===== src/rtl/p_gen.sv =====
// p_gen: unary (thermometer) code generator.
// Accepts level commands and emits W-bit unary codes, optionally complimented,
// either as a single beat or as a one-level-per-beat ramp toward the target.
module p_gen #(
    parameter  int W                     = 16,
    parameter  int P_ADMIT_COMPLIMENT_EN = 1,
    localparam int LW                    = $clog2(W)
) (
    input  logic          i_clk,
    input  logic          i_rst,
    input  logic          i_cmd_vld,
    output logic          o_cmd_rdy,
    input  logic [LW-1:0] i_cmd_lvl,
    input  logic          i_cmd_cmpl,
    input  logic          i_cmd_ramp,
    output logic          o_cmd_err,
    output logic          o_out_vld,
    input  logic          i_out_rdy,
    output logic [W-1:0]  o_out_x,
    output logic          o_out_cmpl,
    output logic          o_out_last
);

    typedef enum logic {IDLE, RAMP} state_t;

    state_t        state;
    logic [LW-1:0] cur_lvl;
    logic [LW-1:0] tgt_lvl;
    logic          cmpl_q;

    logic          lvl_legal;
    logic          cmpl_eff;
    logic          out_free;
    logic          cmd_fire;
    logic [LW-1:0] idle_step;
    logic [LW-1:0] ramp_step;

    // k ones in the LSBs; k is always 1..W-1 here, so never all-zero or all-one
    function automatic logic [W-1:0] code_of(input logic [LW-1:0] k);
        return (W'(1) << k) - W'(1);
    endfunction

    function automatic logic [W-1:0] encode(input logic [LW-1:0] k, input logic c);
        return c ? ~code_of(k) : code_of(k);
    endfunction

    // One level toward the target; callers guarantee cur != tgt
    function automatic logic [LW-1:0] step_toward(input logic [LW-1:0] cur,
                                                  input logic [LW-1:0] tgt);
        return (tgt > cur) ? cur + LW'(1) : cur - LW'(1);
    endfunction

    // Command decode and next-level selection
    always_comb begin
        lvl_legal = (i_cmd_lvl != '0) && (32'(i_cmd_lvl) < 32'(W));
        cmpl_eff  = (P_ADMIT_COMPLIMENT_EN != 0) && i_cmd_cmpl;
        out_free  = ~o_out_vld | i_out_rdy;
        cmd_fire  = i_cmd_vld & o_cmd_rdy;
        idle_step = step_toward(cur_lvl, i_cmd_lvl);
        ramp_step = step_toward(cur_lvl, tgt_lvl);
    end

    // Commands are only taken in IDLE with the output register free to load
    assign o_cmd_rdy = (state == IDLE) & out_free;

    // FSM, level tracking and the registered output beat
    always_ff @(posedge i_clk) begin
        if (i_rst) begin
            state      <= IDLE;
            cur_lvl    <= LW'(1);
            tgt_lvl    <= LW'(1);
            cmpl_q     <= 1'b0;
            o_out_vld  <= 1'b0;
            o_out_x    <= '0;
            o_out_cmpl <= 1'b0;
            o_out_last <= 1'b0;
            o_cmd_err  <= 1'b0;
        end else begin
            o_cmd_err <= 1'b0;
            // a transferred beat empties the register unless reloaded below
            if (o_out_vld && i_out_rdy) begin
                o_out_vld <= 1'b0;
            end
            case (state)
                IDLE: begin
                    if (cmd_fire) begin
                        if (!lvl_legal) begin
                            o_cmd_err <= 1'b1;
                        end else if (!i_cmd_ramp || (i_cmd_lvl == cur_lvl)) begin
                            o_out_vld  <= 1'b1;
                            o_out_x    <= encode(i_cmd_lvl, cmpl_eff);
                            o_out_cmpl <= cmpl_eff;
                            o_out_last <= 1'b1;
                            cur_lvl    <= i_cmd_lvl;
                        end else begin
                            tgt_lvl    <= i_cmd_lvl;
                            cmpl_q     <= cmpl_eff;
                            o_out_vld  <= 1'b1;
                            o_out_x    <= encode(idle_step, cmpl_eff);
                            o_out_cmpl <= cmpl_eff;
                            o_out_last <= (idle_step == i_cmd_lvl);
                            cur_lvl    <= idle_step;
                            if (idle_step != i_cmd_lvl) begin
                                state <= RAMP;
                            end
                        end
                    end
                end
                RAMP: begin
                    // the level advances when the next beat is loaded, not when sent
                    if (out_free) begin
                        o_out_vld  <= 1'b1;
                        o_out_x    <= encode(ramp_step, cmpl_q);
                        o_out_cmpl <= cmpl_q;
                        o_out_last <= (ramp_step == tgt_lvl);
                        cur_lvl    <= ramp_step;
                        if (ramp_step == tgt_lvl) begin
                            state <= IDLE;
                        end
                    end
                end
                default: state <= IDLE;
            endcase
        end
    end

endmodule

===== config.mk =====
export PLATFORM = sky130hd
export DESIGN_NAME = p_gen
export DESIGN_NICKNAME = d
export VERILOG_FILES = /design/src/rtl/p_gen.sv
export SDC_FILE = /design/constraint.sdc
export NUM_CORES = 1
export LEC_CHECK = 0
export ABC_CLOCK_PERIOD_IN_PS = 3600
export BUFFER_PORTS_ARGS = -buffer_cell sky130_fd_sc_hd__buf_4
export CORE_AREA = 2 2 85 87
export CTS_CLUSTER_DIAMETER = 120
export DETAILED_ROUTE_END_ITERATION = 12
export DIE_AREA = 0 0 87 89
export PLACE_DENSITY = 0.71
export SLEW_MARGIN = 25
export SYNTH_ARGS = -nofsm -noshare
export SYNTH_HDL_FRONTEND = slang
export SYNTH_SLANG_ARGS = --single-unit

===== constraint.sdc =====
create_clock -name i_clk -period 3.6 [get_ports i_clk]
set_input_delay 0.54 -clock i_clk [delete_from_list [all_inputs] [get_ports i_clk]]
set_output_delay 0.54 -clock i_clk [all_outputs]
set_load 0.02 [all_outputs]

==> impl_metrics.yaml <==
timing:
  finalSetupViolations: 0
  finalHoldViolCount: 0
  period_share_pct: 93.6
  final.setup_skew_ns: 0.00253
  fmax_mhz: 297
  tightest_slew_ns: 0.847
  period_needed_ns: 3.37
  fin_setup_tns_ns: 0
  drv_slew: 0
  relSlewSlack_pct: 43.3
clocking:
  root_buffer: "clkbuf_8"
  cts_num_sinks: 30
  path_clk_slew_ns: 0.07
  cts_tree: "done"
  post_cts_buffers: 0
  clk_path_buf_depth: 2
  insertion_delay_ns: 0.28
  cts-hold-fix-buffers: 0
  htree_levels: 2
  cts_buffers: 5
run:
  maxCapViolations: 0
detailed_routing:
  drtIter0Drc: 335
  vias: 3583
  antenna_left: 0
  dr.max_layer_used: "met4"
  met1Wirelength_um: 4470
  wl_per_cell_um: 18.3
  first_pass_iters: 5
  met3_length_um: 676
  dr_wl_met2_um: 4740
  routed_wirelength_um: 10300
  drc_errors: 0
  vias_per_cell: 6.38
setup_path:
  crit_type: "flip-flop to flip-flop"
  worstPathRequired_ns: 3.79
  path_max_fanout: 5
  endpoint_kind: "flip-flop"
  cp.arrival_ns: 3.56
  start_kind: "flip-flop"
floorplan:
  dieArea_um2: 7740
  ioPinCount: 31
  start_util_pct: 49.8
  fp.dieH_um: 89
  die_w_um: 87
  row_count: 30
  core_area_um2: 6720
power_and_ir_drop:
  power_density_nw_per_um2: 644
  power_uw: 2520
  peakVddDrop_mv: 0.417
  p_leak_uw: 0.00155
layout:
  fin_nets: 504
  synthToLayoutAreaGrowth_pct: 16.7
  num_antenna_cells: 0
  layout-drive-gt1-share_pct: 25.3
  fin_util_pct: 58.2
  fillerInstances: 614
  final_common_cell: "buf_4"
  final_cell_mix: "buf_4 (60), nand2_1 (53), nor2_1 (38), a21oi_1 (30), dfxtp_1 (29)"
placement:
  io_buffers: 30
  routabilityCongestion: 1.00
  place_hpwl_um: 7750
synth:
  synth_edf_count: 0
  synth-seq-area-share_pct: 17.9
  yosysTopAreaCell: "dfxtp_1"
  synth.top_cell.area_share_pct: 17.9
  synth_nets: 472
  synth_area_um2: 3350
  synth_ff_type: "dfxtp_1"
  synth-seq-cells: 30
  synth-async-reset-ratio_pct: 0
  synthCells: 449
  yosysWarnings: 0
  synthTopCellsByArea: "dfxtp_1 (18%), nand2_1 (6.1%), xnor2_1 (5.2%)"
  synth_cell_types: 81
  syn_area_per_cell_um2: 7.46
worst_hold_path:
  hold_class: "flip-flop to flip-flop"
global_route:
  track_usage_pct: 27.6
  overflow: 0
  grt_pass1_vias: 3287
  grt_pass1_wl_um: 16700
  grt_max_degree: 40
  antenna_found_initial: 0
run_status:
  status: "finished clean"
[synth_stat cells (all sizes together) (6+ instances only)]
library cell and n:
buf 14, nand3 15, nor2 42, nor4 8, a211oi 6, clkbuf 21, ha 13, mux2i 10
o21ai 24, nor2b 6, inv 9, o2111ai 7, xnor2 24, dfxtp 30, a21oi 33, xor2 16
nor3 12, nand2 57, a31oi 9, o211ai 15
[repair_timing]
| item | in CTS | in global routing |
|---|---|---|
| endpoints found under the hold margin | 0 | 0 |
| endpoints found under the setup margin | 0 | 7 |
| resized for setup | 0 | 15 |
[report_power, final]
part	switching, µW	internal (µW)
clock network	137	153
logic	1070	739
registers	36.4	383
[layout make-up]
class,instances,area (µm²),share of cell area [%]
well taps,80,100,2.56
multi-input cells,375,2630,67.2
repair buffers,60,450,11.5
clock inverters,2,12.5,0.320
clock buffers,6,82.6,2.11
inverters,9,33.8,0.865
flip-flops and latches,30,602,15.4
[kinds of logic after synthesis]
logic type,synth area share (%)
simple gates,27.4
fa+ha+maj,4.86
compound gates,28.1
mux,4.45
buf+inv,5.90
xor+xnor,11.4
flops,17.9
[through the flow]
| stage | setup slack (ns) | hold slack (ns) | std cells | instance area, µm² |
|---|---|---|---|---|
| floorplan | 0.0340 | 0.477 | 449 | 3350 |
| global placement | 0.0212 | 0.443 | 554 | 3740 |
| detailed placement | -0.0477 | 0.448 | 554 | 3740 |
| CTS | 0.0939 | 0.457 | 562 | 3830 |
| global route | -0.000914 | 0.478 | 562 | 3910 |
| finish | 0.230 | 0.455 | 562 | 3910 |
[state kept, by name (all words and copies together) (netlist names)]
register    cells
o_cmd_err       1
tgt_lvl         4
cur_lvl         4
cmpl_q          1
o_out_cmpl      1
o_out_vld       1
state           1
o_out_x        16
o_out_last      1
[per-layer routing]
layer  vias to the layer above  track usage, %
met2                       153            43.3
met4                         0            11.6
li1                       1714               -
met5                         -               0
met1                      1682            36.4
met3                        34            6.28
[worst max-delay path, stage by stage, from the launching register on]
cell	delay [ns]
dfxtp_1	0.33
inv_1	0.15
ha_1	0.41
and2_4	0.18
o21a_4	0.13
o21ai_2	0.11
a211oi_2	0.28
nor2_1	0.11
or3_1	0.36
ha_1	0.23
nor2_2	0.19
and4_1	0.21
a31oi_1	0.04
o2bb2ai_1	0.15
mux2i_1	0.13
a2111oi_2	0.26
[worst paths after layout]
kind         startpoint           to  slack, ns  depth (start not counted)
min reg2reg  o_out_x[5]   o_out_x[5]       0.45                          2
max          cur_lvl[3]  o_out_x[12]       0.23                         15
min          o_out_x[5]   o_out_x[5]       0.45                          2
max reg2reg  cur_lvl[3]  o_out_x[12]       0.23                         15
Note: power is estimated with default switching activity, not from simulation.
